===== config.mk =====
export PLATFORM = sky130hd
export DESIGN_NAME = paddle_ctrl_flat
export DESIGN_NICKNAME = d
export VERILOG_FILES = /design/src/rtl/pong_pkg.sv /design/src/rtl/paddle_ctrl_if.sv /design/src/rtl/paddle_channel.sv /design/src/rtl/paddle_ctrl.sv /design/src/flat_wrapper.sv
export SDC_FILE = /design/constraint.sdc
export NUM_CORES = 1
export LEC_CHECK = 0
export CAP_MARGIN = 15
export CORE_MARGIN = 4
export CORE_UTILIZATION = 45
export CTS_CLUSTER_DIAMETER = 120
export DETAILED_ROUTE_END_ITERATION = 10
export DONT_BUFFER_PORTS = 1
export HOLD_SLACK_MARGIN = 0.02
export SYNTH_ARGS = -nofsm -noshare
export SYNTH_HDL_FRONTEND = slang
export SYNTH_HIERARCHICAL = 1
export SYNTH_SLANG_ARGS = --single-unit
export TNS_END_PERCENT = 5

===== constraint.sdc =====
create_clock -name clk -period 12.8 [get_ports clk]
set_input_delay 1.92 -clock clk [delete_from_list [all_inputs] [get_ports clk]]
set_output_delay 1.92 -clock clk [all_outputs]
set_load 0.01 [all_outputs]

===== src/rtl/pong_pkg.sv =====
// Shared Pong datapath constants and types.
package pong_pkg;

  localparam int SCREEN_H = 480;
  localparam int SCREEN_W = 640;
  localparam int PADDLE_H = 120;
  localparam int PADDLE_W = 10;
  localparam int Y_W      = 10;

  // Lowest legal paddle top and the centred rest position
  localparam int Y_MAX = SCREEN_H - PADDLE_H;
  localparam int Y_CTR = Y_MAX / 2;

  typedef enum logic {
    MODE_MANUAL = 1'b0,
    MODE_AI     = 1'b1
  } mode_e;

endpackage


===== src/rtl/paddle_ctrl_if.sv =====
// Player-input / paddle-output bundle between the Pong core and paddle_ctrl.
interface paddle_ctrl_if #(
  parameter int NUM_PLAYERS = 2,
  parameter int Y_W         = 10
);
  logic [NUM_PLAYERS-1:0]     btn_up;
  logic [NUM_PLAYERS-1:0]     btn_dn;
  logic [NUM_PLAYERS-1:0]     ai_mode;
  logic [Y_W-1:0]             ball_y;
  logic                       recentre;
  logic [NUM_PLAYERS*Y_W-1:0] paddle_y;
  logic [NUM_PLAYERS-1:0]     at_top;
  logic [NUM_PLAYERS-1:0]     at_bottom;
  logic                       tick;

  modport master (
    output btn_up, btn_dn, ai_mode, ball_y, recentre,
    input  paddle_y, at_top, at_bottom, tick
  );

  modport slave (
    input  btn_up, btn_dn, ai_mode, ball_y, recentre,
    output paddle_y, at_top, at_bottom, tick
  );
endinterface


===== src/rtl/paddle_channel.sv =====
// One paddle: button synchronisers/debouncers, manual/AI move and clamped position.
module paddle_channel #(
  parameter int Y_W          = 10,
  parameter int PADDLE_H     = 120,
  parameter int Y_MAX        = 360,
  parameter int Y_CTR        = 180,
  parameter int STEP         = 10,
  parameter int AI_STEP      = 6,
  parameter int DEBOUNCE_CYC = 250000
) (
  input  logic           clk,
  input  logic           reset,
  input  logic           i_btn_up,
  input  logic           i_btn_dn,
  input  logic           i_ai_mode,
  input  logic [Y_W-1:0] i_ball_y,
  input  logic           i_tick,
  input  logic           i_recentre,
  output logic [Y_W-1:0] o_paddle_y,
  output logic           o_at_top,
  output logic           o_at_bottom
);
  import pong_pkg::*;

  localparam int CNT_W = $clog2(DEBOUNCE_CYC + 1);
  localparam int SW    = Y_W + 2;

  localparam logic signed [SW-1:0] HALF_S  = SW'(PADDLE_H / 2);
  localparam logic signed [SW-1:0] YMAX_S  = SW'(Y_MAX);
  localparam logic signed [SW-1:0] AISTP_S = SW'(AI_STEP);
  localparam logic [Y_W:0]         STEP_X  = (Y_W+1)'(STEP);
  localparam logic [Y_W:0]         YMAX_X  = (Y_W+1)'(Y_MAX);

  // bit 0 = up, bit 1 = down
  logic [1:0]           r_sync1;
  logic [1:0]           r_sync2;
  logic [1:0]           r_btn;
  logic [CNT_W-1:0]     r_db_cnt [2];
  logic [Y_W-1:0]       r_y;
  logic [Y_W-1:0]       w_y_next;
  logic [Y_W:0]         w_y_ext;
  logic signed [SW-1:0] w_y_s;
  logic signed [SW-1:0] w_tgt_raw;
  logic signed [SW-1:0] w_tgt;
  logic signed [SW-1:0] w_diff;
  mode_e                w_mode;

  // Synchronise raw buttons, accept a new level once it has persisted DEBOUNCE_CYC cycles
  always_ff @(posedge clk or negedge reset) begin
    if (!reset) begin
      r_sync1 <= '0;
      r_sync2 <= '0;
      r_btn   <= '0;
      for (int k = 0; k < 2; k++) r_db_cnt[k] <= '0;
    end else begin
      r_sync1 <= {i_btn_dn, i_btn_up};
      r_sync2 <= r_sync1;
      for (int k = 0; k < 2; k++) begin
        if (r_sync2[k] != r_btn[k]) begin
          if (r_db_cnt[k] == CNT_W'(DEBOUNCE_CYC - 1)) begin
            r_btn[k]    <= r_sync2[k];
            r_db_cnt[k] <= '0;
          end else begin
            r_db_cnt[k] <= r_db_cnt[k] + 1'b1;
          end
        end else begin
          r_db_cnt[k] <= '0;
        end
      end
    end
  end

  // Next position for a tick: manual steps or AI tracking, always clamped to [0, Y_MAX]
  always_comb begin
    w_mode    = i_ai_mode ? MODE_AI : MODE_MANUAL;
    w_y_ext   = {1'b0, r_y};
    w_y_s     = $signed({2'b00, r_y});
    w_tgt_raw = $signed({2'b00, i_ball_y}) - HALF_S;
    if (w_tgt_raw[SW-1])         w_tgt = '0;
    else if (w_tgt_raw > YMAX_S) w_tgt = YMAX_S;
    else                         w_tgt = w_tgt_raw;
    w_diff   = w_tgt - w_y_s;
    w_y_next = r_y;
    case (w_mode)
      MODE_AI: begin
        if ((w_diff <= AISTP_S) && (w_diff >= -AISTP_S)) w_y_next = w_tgt[Y_W-1:0];
        else if (w_diff > 0)                             w_y_next = r_y + Y_W'(AI_STEP);
        else                                             w_y_next = r_y - Y_W'(AI_STEP);
      end
      default: begin
        if (r_btn[0] && !r_btn[1])
          w_y_next = (w_y_ext >= STEP_X) ? r_y - Y_W'(STEP) : '0;
        else if (r_btn[1] && !r_btn[0])
          w_y_next = (w_y_ext + STEP_X <= YMAX_X) ? r_y + Y_W'(STEP) : Y_W'(Y_MAX);
      end
    endcase
  end

  // Position register: recentre beats a coincident tick
  always_ff @(posedge clk or negedge reset) begin
    if (!reset)          r_y <= Y_W'(Y_CTR);
    else if (i_recentre) r_y <= Y_W'(Y_CTR);
    else if (i_tick)     r_y <= w_y_next;
  end

  assign o_paddle_y  = r_y;
  assign o_at_top    = (r_y == '0);
  assign o_at_bottom = (r_y == Y_W'(Y_MAX));

endmodule


===== src/rtl/paddle_ctrl.sv =====
// Multi-player paddle controller: shared movement tick plus one paddle_channel per player.
module paddle_ctrl #(
  parameter int NUM_PLAYERS  = 2,
  parameter int Y_W          = pong_pkg::Y_W,
  parameter int SCREEN_H     = pong_pkg::SCREEN_H,
  parameter int PADDLE_H     = pong_pkg::PADDLE_H,
  parameter int STEP         = 10,
  parameter int AI_STEP      = 6,
  parameter int TICK_DIV     = 833333,
  parameter int DEBOUNCE_CYC = 250000
) (
  input  logic          clk,
  input  logic          reset,
  paddle_ctrl_if.slave  bus
);
  import pong_pkg::*;

  localparam int LIM_Y  = SCREEN_H - PADDLE_H;
  localparam int MID_Y  = LIM_Y / 2;
  localparam int TCNT_W = $clog2(TICK_DIV);

  if (PADDLE_H >= SCREEN_H) begin : g_bad_paddle
    $error("paddle_ctrl: PADDLE_H must be smaller than SCREEN_H");
  end
  if (STEP > LIM_Y || AI_STEP > LIM_Y) begin : g_bad_step
    $error("paddle_ctrl: STEP and AI_STEP must not exceed the paddle travel");
  end
  if (TICK_DIV < 2) begin : g_bad_tick
    $error("paddle_ctrl: TICK_DIV must be at least 2");
  end
  if (DEBOUNCE_CYC < 1) begin : g_bad_db
    $error("paddle_ctrl: DEBOUNCE_CYC must be at least 1");
  end

  logic [TCNT_W-1:0] r_tick_cnt;
  logic              w_tick;
  logic [Y_W-1:0]    w_y   [NUM_PLAYERS];
  logic              w_top [NUM_PLAYERS];
  logic              w_bot [NUM_PLAYERS];

  assign w_tick = (r_tick_cnt == TCNT_W'(TICK_DIV - 1));

  // Free-running frame divider; recentre deliberately leaves it alone
  always_ff @(posedge clk or negedge reset) begin
    if (!reset)      r_tick_cnt <= '0;
    else if (w_tick) r_tick_cnt <= '0;
    else             r_tick_cnt <= r_tick_cnt + 1'b1;
  end

  for (genvar i = 0; i < NUM_PLAYERS; i++) begin : g_ch
    paddle_channel #(
      .Y_W          (Y_W),
      .PADDLE_H     (PADDLE_H),
      .Y_MAX        (LIM_Y),
      .Y_CTR        (MID_Y),
      .STEP         (STEP),
      .AI_STEP      (AI_STEP),
      .DEBOUNCE_CYC (DEBOUNCE_CYC)
    ) u_ch (
      .clk         (clk),
      .reset       (reset),
      .i_btn_up    (bus.btn_up[i]),
      .i_btn_dn    (bus.btn_dn[i]),
      .i_ai_mode   (bus.ai_mode[i]),
      .i_ball_y    (bus.ball_y),
      .i_tick      (w_tick),
      .i_recentre  (bus.recentre),
      .o_paddle_y  (w_y[i]),
      .o_at_top    (w_top[i]),
      .o_at_bottom (w_bot[i])
    );
  end

  // Pack per-channel results onto the bus
  always_comb begin
    bus.paddle_y  = '0;
    bus.at_top    = '0;
    bus.at_bottom = '0;
    for (int i = 0; i < NUM_PLAYERS; i++) begin
      bus.paddle_y[i*Y_W +: Y_W] = w_y[i];
      bus.at_top[i]              = w_top[i];
      bus.at_bottom[i]           = w_bot[i];
    end
  end

  assign bus.tick = w_tick;

endmodule


===== src/flat_wrapper.sv =====
// flat-port wrapper written by rule: the top's interface ports become plain ports
module paddle_ctrl_flat import pong_pkg::*;
#(
  parameter int NUM_PLAYERS  = 2,
  parameter int Y_W          = pong_pkg::Y_W,
  parameter int SCREEN_H     = pong_pkg::SCREEN_H,
  parameter int PADDLE_H     = pong_pkg::PADDLE_H,
  parameter int STEP         = 10,
  parameter int AI_STEP      = 6,
  parameter int TICK_DIV     = 833333,
  parameter int DEBOUNCE_CYC = 250000
)
  (clk, reset, bus_btn_up, bus_btn_dn, bus_ai_mode, bus_ball_y, bus_recentre, bus_paddle_y, bus_at_top, bus_at_bottom, bus_tick);
  paddle_ctrl_if #(.NUM_PLAYERS(NUM_PLAYERS), .Y_W(Y_W)) bus_i ();
  input  logic clk;
  input  logic reset;
  input wire logic [$bits(bus_i.btn_up)-1:0] bus_btn_up;
  input wire logic [$bits(bus_i.btn_dn)-1:0] bus_btn_dn;
  input wire logic [$bits(bus_i.ai_mode)-1:0] bus_ai_mode;
  input wire logic [$bits(bus_i.ball_y)-1:0] bus_ball_y;
  input wire logic [$bits(bus_i.recentre)-1:0] bus_recentre;
  output wire logic [$bits(bus_i.paddle_y)-1:0] bus_paddle_y;
  output wire logic [$bits(bus_i.at_top)-1:0] bus_at_top;
  output wire logic [$bits(bus_i.at_bottom)-1:0] bus_at_bottom;
  output wire logic [$bits(bus_i.tick)-1:0] bus_tick;
  assign bus_i.btn_up = bus_btn_up;
  assign bus_i.btn_dn = bus_btn_dn;
  assign bus_i.ai_mode = bus_ai_mode;
  assign bus_i.ball_y = bus_ball_y;
  assign bus_i.recentre = bus_recentre;
  assign bus_paddle_y = bus_i.paddle_y;
  assign bus_at_top = bus_i.at_top;
  assign bus_at_bottom = bus_i.at_bottom;
  assign bus_tick = bus_i.tick;
  paddle_ctrl #(.NUM_PLAYERS(NUM_PLAYERS), .Y_W(Y_W), .SCREEN_H(SCREEN_H), .PADDLE_H(PADDLE_H), .STEP(STEP), .AI_STEP(AI_STEP), .TICK_DIV(TICK_DIV), .DEBOUNCE_CYC(DEBOUNCE_CYC)) u_core (.clk(clk), .reset(reset), .bus(bus_i));
endmodule

==> reports/results.ini <==
[final_layout]
syn_to_final_growth_pct = 7.55
diodes = 0
final_nets = 1217
postLayoutCoreUtil_pct = 49.4
layout-drive-gt1-share_pct = 7.10

[floorplan]
start_util_pct = 46.0
fp-row-count = 53
die_w_um = 155
ios = 44
die_h_um = 155
die_area_um2 = 24000
core_area_um2 = 21200

[placement]
port_buffers = 0
dp.final_hpwl_mm = 16.9
place_congestion = 0.853

[critical_path]
cp_max_fo = 13
cp.required_ns = 13.11
endpoint_kind = register
cp_slowest_cell = fa_1
critPathLaunch = bus_ball_y[3]
rrSetupSlack_ns = 7.85
cp.depth = 26
path_delay_family = compound AO/OA/AOI/OAI gates
path_buf_inv = 2
crit_path_end = u_core/g_ch[0].u_ch/o_paddle_y[9]
max_stage_delay_ns = 0.44
cp.arrival_ns = 7.47
crit_type = primary input to register
start_kind = primary input
timing.rr.end = u_core/g_ch[0].u_ch/o_paddle_y[9]
timing.rr.start = u_core/g_ch[0].u_ch/o_paddle_y[1]
r2r_cells = 17

[routing]
wl_mm = 23.6
ant_nets = 0
viasPerCell = 5.88
drtPass1Iterations = 6
vias = 8409
post_drt_wl_per_cell_um = 16.5
drc = 0
drtIter0Drc = 675

[clock_network]
cts_root_buf = clkbuf_16
worstSkewPairLatency_ns = 0.42
post-cts-setup-buffers = 0
cts_buffer_depth = 2
hold_buffers = 0
cts.sinks = 124
cts_buffers = 17
cts.clk_slew.worst_paths_ns = 0.06
ctsResizeCount = 0
cts_tree = built
htree_levels = 4

[synth]
synth_top_family_by_area = simple AND/OR/NAND/NOR gates
syn_area_per_cell_um2 = 8.37
synth.largest_area_cell = dfrtp_1
synthCells = 1162
ys_ff_latch = 124
synth-simple-area-share_pct = 25.6
syn-num-nets = 1237
yosysUniqueCellTypes = 93
synth_edf_count = 0
yosys_warnings = 6
synth-xor-area-share_pct = 11.1
yosys_most_used_dff = dfrtp_1
synth_seq_area_share_pct = 32.0
async_reset_ff_share_pct = 100
synth_common_cells = nor2_1, dfrtp_1, xnor2_1
synthAdderAreaFrac_pct = 7.51
netlist.area_leader.share_pct = 29.8
synth_compound_area_share_pct = 18.3
synth_mux_area_share_pct = 1.39
yosys.cell_count.top_type = nor2_1
netlist_area_um2 = 9730
synthTopCellsByArea = dfrtp_1, ha_1, nor2_1, xnor2_1, xor2_1

[timing]
drv_slew = 0
period_minus_slack_ns = 7.16
tns_ns = 0
rsz0062_at_grt = false
max_freq_mhz = 140
relSlewSlack_pct = 39.3
setup_violations = 0
hold_violations = 0
timing.final.crit_share_pct = 56.0
clock_skew_ns = 0.0102
worstMarginPinSlew_ns = 0.902

[pwr]
power.density_nw_per_um2 = 173
seqPwrFrac_pct = 28.6
power_frac_clock_pct = 25.7
power_uw = 1810
ir_drop_uv = 109
combPwrFrac_pct = 45.7
switching_share_pct = 41.4
p_leak_uw = 0.00432
p_switching_uw = 748
internal_power_uw = 1060

[outcome]
status = completed

[global_routing]
grt_pass1_vias = 8010
grt_pass1_wl_mm = 39.9
gr-total-overflow = 0
grt_usage_pct = 19.8
grt_max_degree = 125
antenna_found_initial = 1

[job]
drv_cap = 0

[worst_hold_path]
holdCritPathClass = register to register

[flip-flops by register name, summed over array words and instances, names as in the netlist]
name	flops
u_core/g_ch.u_ch/r_db_cnt	72
u_core/g_ch.u_ch/o_paddle_y	20
u_core/r_tick_cnt	20
u_core/g_ch.u_ch/r_btn	4
u_core/g_ch.u_ch/r_sync1	4
u_core/g_ch.u_ch/r_sync2	4
[worst reg2reg max path, cell delays in order (launching register included)]
cell	delay (ns)
dfrtp_1	0.68
inv_1	0.28
fa_1	0.55
a211oi_4	0.29
o21bai_1	0.11
a21oi_1	0.17
xor2_1	0.22
and4_4	0.28
a21o_1	0.30
ha_1	0.33
nor2b_1	0.14
o21ai_0	0.18
a21oi_1	0.11
o41a_1	0.36
and2_1	0.17
a211oi_1	0.25
a2111oi_0	0.15
a211o_1	0.28
[cell families (layout without fill, tap and decap cells)]
group	count (synthesis)	count (layout)
AOI/OAI and AO/OA	261	261
xor gates and xnor gates	123	123
adders and majority gates	56	56
buffers and inverters	95	88
DFF	124	124
muxes	13	13
other	2	2
and+or+nand+nor	488	488
[worst min-delay path by stage]
| stage | start | cells after the start | endpoint |
|---|---|---|---|
| 2_1_floorplan | u_core/g_ch[0].u_ch/r_sync1[0] | 0 | u_core/g_ch[0].u_ch/r_sync2[0] |
| 3_5_place_dp | u_core/g_ch[0].u_ch/r_sync1[0] | 0 | u_core/g_ch[0].u_ch/r_sync2[0] |
| 6_report | u_core/g_ch[0].u_ch/r_sync1[0] | 0 | u_core/g_ch[0].u_ch/r_sync2[0] |
| 3_3_place_gp | u_core/g_ch[0].u_ch/r_sync1[0] | 0 | u_core/g_ch[0].u_ch/r_sync2[0] |
| 5_1_grt | u_core/g_ch[0].u_ch/r_sync1[0] | 0 | u_core/g_ch[0].u_ch/r_sync2[0] |
| 4_1_cts | u_core/g_ch[0].u_ch/r_sync1[0] | 0 | u_core/g_ch[0].u_ch/r_sync2[0] |
[metrics by stage]
step	instance area, µm²	hold WS, ns	setup slack [ns]	instances
after floorplan	9730	0.331	5.81	1162
after CTS	10500	0.349	5.76	1430
after global routing	10500	0.354	5.13	1430
after global placement	9890	0.335	5.44	1398
final	10500	0.346	5.64	1430
after detailed placement	9890	0.336	5.32	1398
[area by class of cell]
cell class,instances,area (µm²)
well taps,275,344
repair buffers,2,15.0
fillers,2040,10700
inverters,54,203
clock inverters,11,119
clock buffers,21,450
flip-flops and latches,124,3110
multi-input cells,943,6220
[layout by cell type (no fill, tap or decap), types with 9 or more instances in the layout]
master	n
a21o_1	12
a21oi_1	57
a31oi_1	19
and3_1	27
clkbuf_16	17
dfrtp_1	116
ha_1	52
inv_1	54
mux2i_1	9
nand2_1	68
nand2b_1	16
nand3_1	49
nand4_1	22
nor2_1	172
nor2b_1	16
nor3_1	31
nor4_1	15
o21ai_0	62
o22ai_1	11
xnor2_1	73
xor2_1	50
[per-layer routing]
metal / vias to the layer above / part of all wire, % / GRT usage [%]
met1: 3995 / 47 / 27.8
met4: 2 / 1.7 / 6.48
met5: - / 0.030 / 0
li1: 4122 / - / -
met3: 44 / 5.9 / 4.01
met2: 246 / 45 / 30.7
[power groups by stage]
| stage | logic (µW) | clock network, µW | registers [µW] |
|---|---|---|---|
| 2_1_floorplan | 700 | 0 | 468 |
| 3_3_place_gp | 801 | 0 | 524 |
| 3_5_place_dp | 808 | 0 | 523 |
| 4_1_cts | 811 | 476 | 516 |
| 5_1_grt | 917 | 495 | 525 |
| 6_report | 826 | 465 | 518 |
(Power assumes the default switching activity.)
